## config.mk

```make
export PLATFORM = sky130hd
export DESIGN_NAME = svm_score_accum
export DESIGN_NICKNAME = d
export VERILOG_FILES = /design/src/rtl/svm_score_accum.sv
export SDC_FILE = /design/constraint.sdc
export NUM_CORES = 1
export LEC_CHECK = 0
export ABC_AREA = 1
export CAP_MARGIN = 0
export CORE_MARGIN = 10
export CORE_UTILIZATION = 59
export DETAILED_ROUTE_END_ITERATION = 16
export GPL_ROUTABILITY_DRIVEN = 0
export PLACE_DENSITY_LB_ADDON = 0.12
export SLEW_MARGIN = 10
export SYNTH_ARGS = -nofsm -noshare
export SYNTH_HDL_FRONTEND = slang
export SYNTH_SLANG_ARGS = --single-unit
```

## constraint.sdc

```tcl
create_clock -name clk -period 6.6 [get_ports clk]
set_clock_uncertainty 0.2 [all_clocks]
set_input_delay 1.32 -clock clk [delete_from_list [all_inputs] [get_ports clk]]
set_output_delay 1.32 -clock clk [all_outputs]
set_load 0.01 [all_outputs]
```

## src/rtl/svm_score_accum.sv

```systemverilog
// SVM window score accumulator: sums WINCOLS slice partial sums per window, adds BIAS,
// and queues {score, window, row, detect} in a FIFO. Define SVMSCORE_SAT_EN for saturating adds.
module svm_score_accum #(
   parameter int unsigned WINCOLS = 8,
   parameter int unsigned WPI     = 40,
   parameter int          BIAS    = 0,
   parameter int unsigned FDEPTH  = 4
) (
   input  logic                    clk,
   input  logic                    reset_n,
   input  logic [31:0]             svm_data,
   input  logic                    dvi,
   input  logic                    frame_clr,
   input  logic [31:0]             threshold,
   output logic                    out_valid,
   input  logic                    out_ready,
   output logic [31:0]             out_score,
   output logic [$clog2(WPI)-1:0]  out_win,
   output logic [15:0]             out_row,
   output logic                    out_detect,
   output logic                    overflow,
   output logic                    busy
);

   localparam int unsigned WCW = (WINCOLS > 1) ? $clog2(WINCOLS) : 1;
   localparam int unsigned WW  = $clog2(WPI);
   localparam int unsigned PW  = $clog2(FDEPTH);

   typedef struct packed {
      logic [31:0]   score;
      logic [WW-1:0] win;
      logic [15:0]   row;
      logic          detect;
   } entry_t;

   function automatic logic [31:0] add32(input logic [31:0] a, input logic [31:0] b);
      logic [31:0] s;
      s = a + b;
`ifdef SVMSCORE_SAT_EN
      if ((a[31] == b[31]) && (s[31] != a[31])) s = a[31] ? 32'h8000_0000 : 32'h7FFF_FFFF;
`endif
      return s;
   endfunction

   logic [WCW-1:0] wordcnt_q, wordcnt_d;
   logic [WW-1:0]  wincnt_q, wincnt_d;
   logic [15:0]    rowcnt_q, rowcnt_d;
   logic [31:0]    acc_q, acc_d, thr_q, thr_d;
   logic           ovf_q, ovf_d;
   logic [PW-1:0]  wr_ptr_q, wr_ptr_d, rd_ptr_q, rd_ptr_d;
   logic [PW:0]    cnt_q, cnt_d;
   entry_t         head_q, head_d;
   logic           head_vld_q, head_vld_d;
   entry_t         mem [FDEPTH];

   logic           first, last, wr, full, pop, wr_ok;
   logic [31:0]    sum, score, thr_use;
   entry_t         wr_entry;

   assign first   = (wordcnt_q == '0);
   assign last    = (wordcnt_q == WCW'(WINCOLS - 1));
   // Word 0 starts from zero so a one-word window still works.
   assign sum     = add32(first ? 32'd0 : acc_q, svm_data);
   assign score   = add32(sum, 32'(BIAS));
   assign thr_use = first ? threshold : thr_q;
   assign wr      = dvi && !frame_clr && last;
   assign full    = (cnt_q == (PW+1)'(FDEPTH));
   assign pop     = head_vld_q && out_ready;
   assign wr_ok   = wr && (!full || pop);

   assign wr_entry = '{score: score, win: wincnt_q, row: rowcnt_q,
                       detect: ($signed(score) > $signed(thr_use))};

   always_comb begin
      wordcnt_d = wordcnt_q;
      wincnt_d  = wincnt_q;
      rowcnt_d  = rowcnt_q;
      acc_d     = acc_q;
      thr_d     = thr_q;
      if (frame_clr) begin
         wordcnt_d = '0;
         wincnt_d  = '0;
         rowcnt_d  = '0;
         acc_d     = '0;
      end else if (dvi) begin
         acc_d = sum;
         if (first) thr_d = threshold;
         if (last) begin
            wordcnt_d = '0;
            if (wincnt_q == WW'(WPI - 1)) begin
               wincnt_d = '0;
               rowcnt_d = rowcnt_q + 16'd1;
            end else begin
               wincnt_d = wincnt_q + WW'(1);
            end
         end else begin
            wordcnt_d = wordcnt_q + WCW'(1);
         end
      end
   end

   always_comb begin
      ovf_d      = frame_clr ? 1'b0 : (ovf_q || (wr && full && !pop));
      wr_ptr_d   = wr_ptr_q + PW'(wr_ok);
      rd_ptr_d   = rd_ptr_q + PW'(pop);
      cnt_d      = cnt_q + (PW+1)'(wr_ok) - (PW+1)'(pop);
      head_vld_d = head_vld_q;
      head_d     = head_q;
      // The head is a copy of the oldest stored entry; it stays counted until popped.
      if (!head_vld_q || pop) begin
         head_vld_d = ((cnt_q - (PW+1)'(pop)) != '0);
         if (head_vld_d) head_d = mem[rd_ptr_d];
      end
   end

   always_ff @(posedge clk) begin
      if (wr_ok) mem[wr_ptr_q] <= wr_entry;
   end

   always_ff @(posedge clk or negedge reset_n) begin
      if (!reset_n) begin
         wordcnt_q  <= '0;
         wincnt_q   <= '0;
         rowcnt_q   <= '0;
         acc_q      <= '0;
         thr_q      <= '0;
         ovf_q      <= 1'b0;
         wr_ptr_q   <= '0;
         rd_ptr_q   <= '0;
         cnt_q      <= '0;
         head_q     <= '0;
         head_vld_q <= 1'b0;
      end else begin
         wordcnt_q  <= wordcnt_d;
         wincnt_q   <= wincnt_d;
         rowcnt_q   <= rowcnt_d;
         acc_q      <= acc_d;
         thr_q      <= thr_d;
         ovf_q      <= ovf_d;
         wr_ptr_q   <= wr_ptr_d;
         rd_ptr_q   <= rd_ptr_d;
         cnt_q      <= cnt_d;
         head_q     <= head_d;
         head_vld_q <= head_vld_d;
      end
   end

   assign out_valid  = head_vld_q;
   assign out_score  = head_q.score;
   assign out_win    = head_q.win;
   assign out_row    = head_q.row;
   assign out_detect = head_q.detect;
   assign overflow   = ovf_q;
   assign busy       = (wordcnt_q != '0);

endmodule

```

=== After elaboration in Yosys (flattened, before gate mapping) ===
Memories as Yosys holds them, arrays and structs flattened. A register that Yosys moved wholly into a read port is not among the register bits.
Index checks and enable logic that the tools add are counted.

* $add $sub $neg: 9
* Magnitude comparators: 1
* Eq/ne operators: 3
* Muxes and demuxes: 18
* Bitwise gates (word level): 1
* Reduce and logical (&&, ||, !) cells: 24

{| class="wikitable"
|+ Operators with widths
! cell !! count
|-
| two-way mux 32 bit || 4
|-
| two-way mux 16 bit || 4
|-
| adder 32 bit || 1
|-
| greater-than comparator 32 bit || 1
|-
| two-way mux 6 bit || 4
|-
| adder 16 x 1 -> 16 bit, second input constant || 1
|-
| two-way mux 3 bit || 3
|-
| adder 6 x 1 -> 6 bit, second input constant || 1
|-
| equality test 3 bit, second input constant || 2
|-
| equality test 6 bit, second input constant || 1
|-
| logical AND 1 bit || 6
|-
| AND reduction 2 bit || 3
|-
| nonzero test 2 bit || 3
|-
| nonzero test 3 bit || 2
|-
| subtractor 3 x 1 -> 3 bit || 2
|-
| logical NOT 1 bit || 5
|-
| adder 2 x 1 -> 2 bit || 2
|-
| adder 3 x 1 -> 3 bit || 1
|-
| adder 3 x 1 -> 3 bit, second input constant || 1
|-
| logical NOT 3 bit || 1
|-
| logical OR 1 bit || 3
|-
| two-way mux 1 bit || 3
|-
| AND reduction 3 bit || 1
|-
| NOT 1 bit || 1
|}

* Register bits after elaboration: 98
* Bits in writable memories: 220
* Bits of input ports: 69
* Output and inout bits: 58
* Logic and storage cells: 67
* Memories: 1

{| class="wikitable"
|+ Memory list
! name !! depth !! bits a word !! rd ports !! clocked after memory_dff !! wr ports !! RTL line !! RTL
|-
| mem || 4 || 55 || 1 || 1 || 1 || 54 || <nowiki>entry_t mem [FDEPTH];</nowiki>
|}

=== Longest topological paths before layout ===
* Word-level depth: 7
* Gate-level depth with buffers: 30
* Mapped depth without buffers: 29

=== Least setup slack after synthesis ===
OpenSTA, ideal clock, no wires.

* Kind: input port to flip-flop
* From: input port dvi
* To: memory mem[0][0] in the netlist's numbering (enable)
* Setup time: 0.536 ns
* Arrival time: 5.489 ns
* Required time: 5.864 ns
* Setup slack: 0.375 ns
* Cell stages on the path: 4
* Buffers on the path: 0
* Cell sequence: nand2_1 nor2_1 nand2_1 nor3_1

* Longest elaborated chain between the ends: 5

{| class="wikitable"
|+ Ends and longest elaborated chain
! item !! RTL line !! RTL
|-
| from (decl) || 12 || <nowiki>input logic dvi,</nowiki>
|-
| logical AND 1 bit (2 in a row) || 66 || <nowiki>assign wr = dvi && !frame_clr && last;</nowiki>
|-
| logical AND 1 bit || 69 || <nowiki>assign wr_ok = wr && (!full || pop);</nowiki>
|-
| two-way mux 1 bit || 117 || <nowiki>if (wr_ok) mem[wr_ptr_q] <= wr_entry;</nowiki>
|-
| two-way mux 1 bit (implied by the code) || 117 ||
|-
| to (decl) || 54 ||
|}

No other way between the ends.

==> results_dict.tcl <==
set metrics [dict create \
    syn_area_sq_mm 0.01805 \
    grt_max_degree 112 \
    dieArea_sq_mm 0.03800 \
    ir_worst_vdd_uv 315.6 \
    cts_setup_buffers 0 \
    grtUsageMet1_pct 28.03 \
    seqCellArea_sq_mm 0.01044 \
    num_io_pins 127 \
    r2r-start "wordcnt_q[0]" \
    hold_path_class "flip-flop to flip-flop" \
    design_power_total_w 0.007628 \
    outcome "complete, no violations" \
    setup_viol 0 \
    cts_max_path_buffers 3 \
    grt_overflow 0 \
    antenna_found_initial 0 \
    rsz0062_at_grt "no" \
    critPathArrivalTime_ps 4960 \
    grt_pass1_vias 13150 \
    drcViolationCount 0 \
    power.density_mw_per_mm2 365.8 \
    final_cell_mix "nand2_1 (447), nor2_1 (311), edfxtp_1 (220)" \
    fmaxAchievable_mhz 207.5 \
    cts_hold_buffers 0 \
    cp_data_required_time_ps 6740 \
    clock_sinks 373 \
    ys_seq_elements 373 \
    mostFrequentLayoutCell "nand2_1" \
    numCtsBuffers 39 \
    max_slew_margin_pct 21.21 \
    wire_per_inst_microns 16.84 \
    synth_fp_nets 2083 \
    num_antenna_cells 0 \
    drive_above_1_share_pct 4.762 \
    critPathKind "flip-flop to flip-flop" \
    netlist_instances 1939 \
    io_buffers 126 \
    fin_crit_sh_pct 73.01 \
    n_fill_cell 2296 \
    critical_path.endpoint "mem[2][0]" \
    wl_microns 41570 \
    rr_worst_depth 24 \
    ys_seq_area_share_pct 57.80 \
    clkLatencyLatePin_ps 530 \
    root_buffer "clkbuf_16" \
    worstSetupEndpointType "flip-flop" \
    finalNetCount 2194 \
    num_vias 13340 \
    busiest_layer "met2" \
    utilization_pct 69.61 \
    core-area_sq_mm 0.02995 \
    async_reset_ff_share_pct 41.02 \
    r2r-end "mem[2][0]" \
    final-hold-violation-count 0 \
    area_growth_pct 15.48 \
    dr.pass1.iters 5 \
    synthFlopType "edfxtp_1" \
    cts_resized 0 \
    synth_cell_types 41 \
    fin_crit_ps 4819 \
    slew_viol_final 0 \
    cap_violations 0 \
    cts.clk_slew.worst_paths_ps 60 \
    htree_levels 2 \
    multiInputGateArea_sq_mm 0.006680 \
    critPathMaxFanout 24 \
    drt-initial-drc-count 951 \
    p_leak_nw 9.045 \
    ant_nets 0 \
    die_h_microns 194.9 \
    critPathLaunch "wordcnt_q[0]" \
    fin_tns_setup_ps 0 \
    met2_usage_pct 37.03 \
    startpoint_type "flip-flop" \
    tightest_slew_ps 1182 \
    vias_per_cell 5.404 \
    hpwl_microns 27340 \
    die_w_microns 194.9 \
    grt_first_pass_wirelength_microns 67230 \
    start_util_pct 60.28 \
    grtUsageMet3_pct 3.012 \
    synth_edf_count 220 \
    rrSetupSlack_ps 1780 \
    synth_warnings 0 \
    cts_tree "yes" \
    syn_area_per_cell_sq_um 9.311 \
    grt_use_total_pct 21.60 \
    rows 63 \
]
-- layer usage --
layer  wire length [microns]  vias up
li1                        -     6620
met1                   18080     6316
met2                   20700      348
met3                    2005       58
met4                     784        0
met5                       0        -
-- through the flow --
step	instances	hold slack, ps	setup WS (ps)	area (sq um)
floorplan	1939	249.1	375.3	18050
global placement	2399	261.9	1605	19650
detailed placement	2399	266.0	1512	19650
CTS	2469	283.6	1826	20850
global route	2469	295.6	1345	20850
finish	2469	281.6	1781	20850
-- cells by family (layout without fill, tap and decap cells) --
group | Yosys count | after routing | share of synthesized area, %
flops | 373 | 373 | 57.80
mux | 31 | 31 | 1.719
xor+xnor | 25 | 25 | 1.254
buf+inv | 250 | 390 | 5.495
simple gates | 892 | 892 | 20.02
fa+ha+maj | 75 | 75 | 5.281
compound gates | 293 | 293 | 8.434
-- registers in the layout, indices dropped and copies added (netlist names) --
name / flops
out_score: 32
wr_ptr_q: 2
acc_q: 32
out_row: 16
thr_q: 32
rowcnt_q: 16
overflow: 1
cnt_q: 3
out_detect: 1
wincnt_q: 6
out_valid: 1
out_win: 6
rd_ptr_q: 2
wordcnt_q: 3
mem: 220
-- where the power goes --
| group | switching [W] | leakage, nW | internal, W |
|---|---|---|---|
| Clock | 0.000880 | 0.586 | 0.00118 |
| Combinational | 0.00167 | 4.50 | 0.000980 |
| Sequential | 0.000153 | 3.96 | 0.00277 |
| Total | 0.00271 | 9.05 | 0.00492 |
-- synth_stat cells, drive strengths merged (4+ instances only) --
master	n	area share [%]
edfxtp	220	37
nor3	16	0.50
and2	19	0.66
nor2	317	6.7
nor4	4	0.14
o21bai	7	0.29
inv	179	3.7
nand3b	5	0.21
nand3	59	1.7
xor2	14	0.72
o21ai	230	6.4
nand2	451	9.4
clkbuf	31	0.64
o22ai	8	0.28
mux2i	31	1.7
a21oi	42	1.2
ha	73	5.1
dfrtp	153	21
xnor2	11	0.53
buf	39	1.1
nand4	18	0.62
-- final cells by class --
| type | count | area share, % |
|---|---|---|
| clock buffers | 50 | 5.071 |
| inverters | 180 | 3.241 |
| well taps | 390 | 2.340 |
| flip-flops and latches | 373 | 50.05 |
| repair buffers | 140 | 6.559 |
| multi-input cells | 1316 | 32.04 |
| clock inverters | 20 | 0.7021 |
-- worst max-delay path: stages (launching register included) --
cell and delay, ps:
dfrtp_1 400, inv_1 90, ha_1 160, nand2_2 60, inv_1 640, buf_4 310
nor2_1 60, ha_1 380, nand2_1 110, nor2_2 190, nand2_1 120, nor4_1 180
nand2_1 140, nand3_1 120, and2_1 320, ha_1 330, a21oi_1 140, o21ai_0 100
nand2_1 60, nand2_1 40, a21oi_1 110, nand2_1 80, nand2_1 60, nand2_1 40
nor2_1 180
-- how the worst min path moves through the flow --
stage	from	end	slack, ps	cells after the start
finish	acc_q[27]	acc_q[27]	280	2
global route	out_row[10]	out_row[10]	300	2
CTS	acc_q[25]	acc_q[25]	280	2
detailed placement	acc_q[25]	acc_q[25]	270	2
global placement	acc_q[21]	acc_q[21]	260	2
floorplan	acc_q[21]	acc_q[21]	250	2
(Power assumes the default switching activity.)
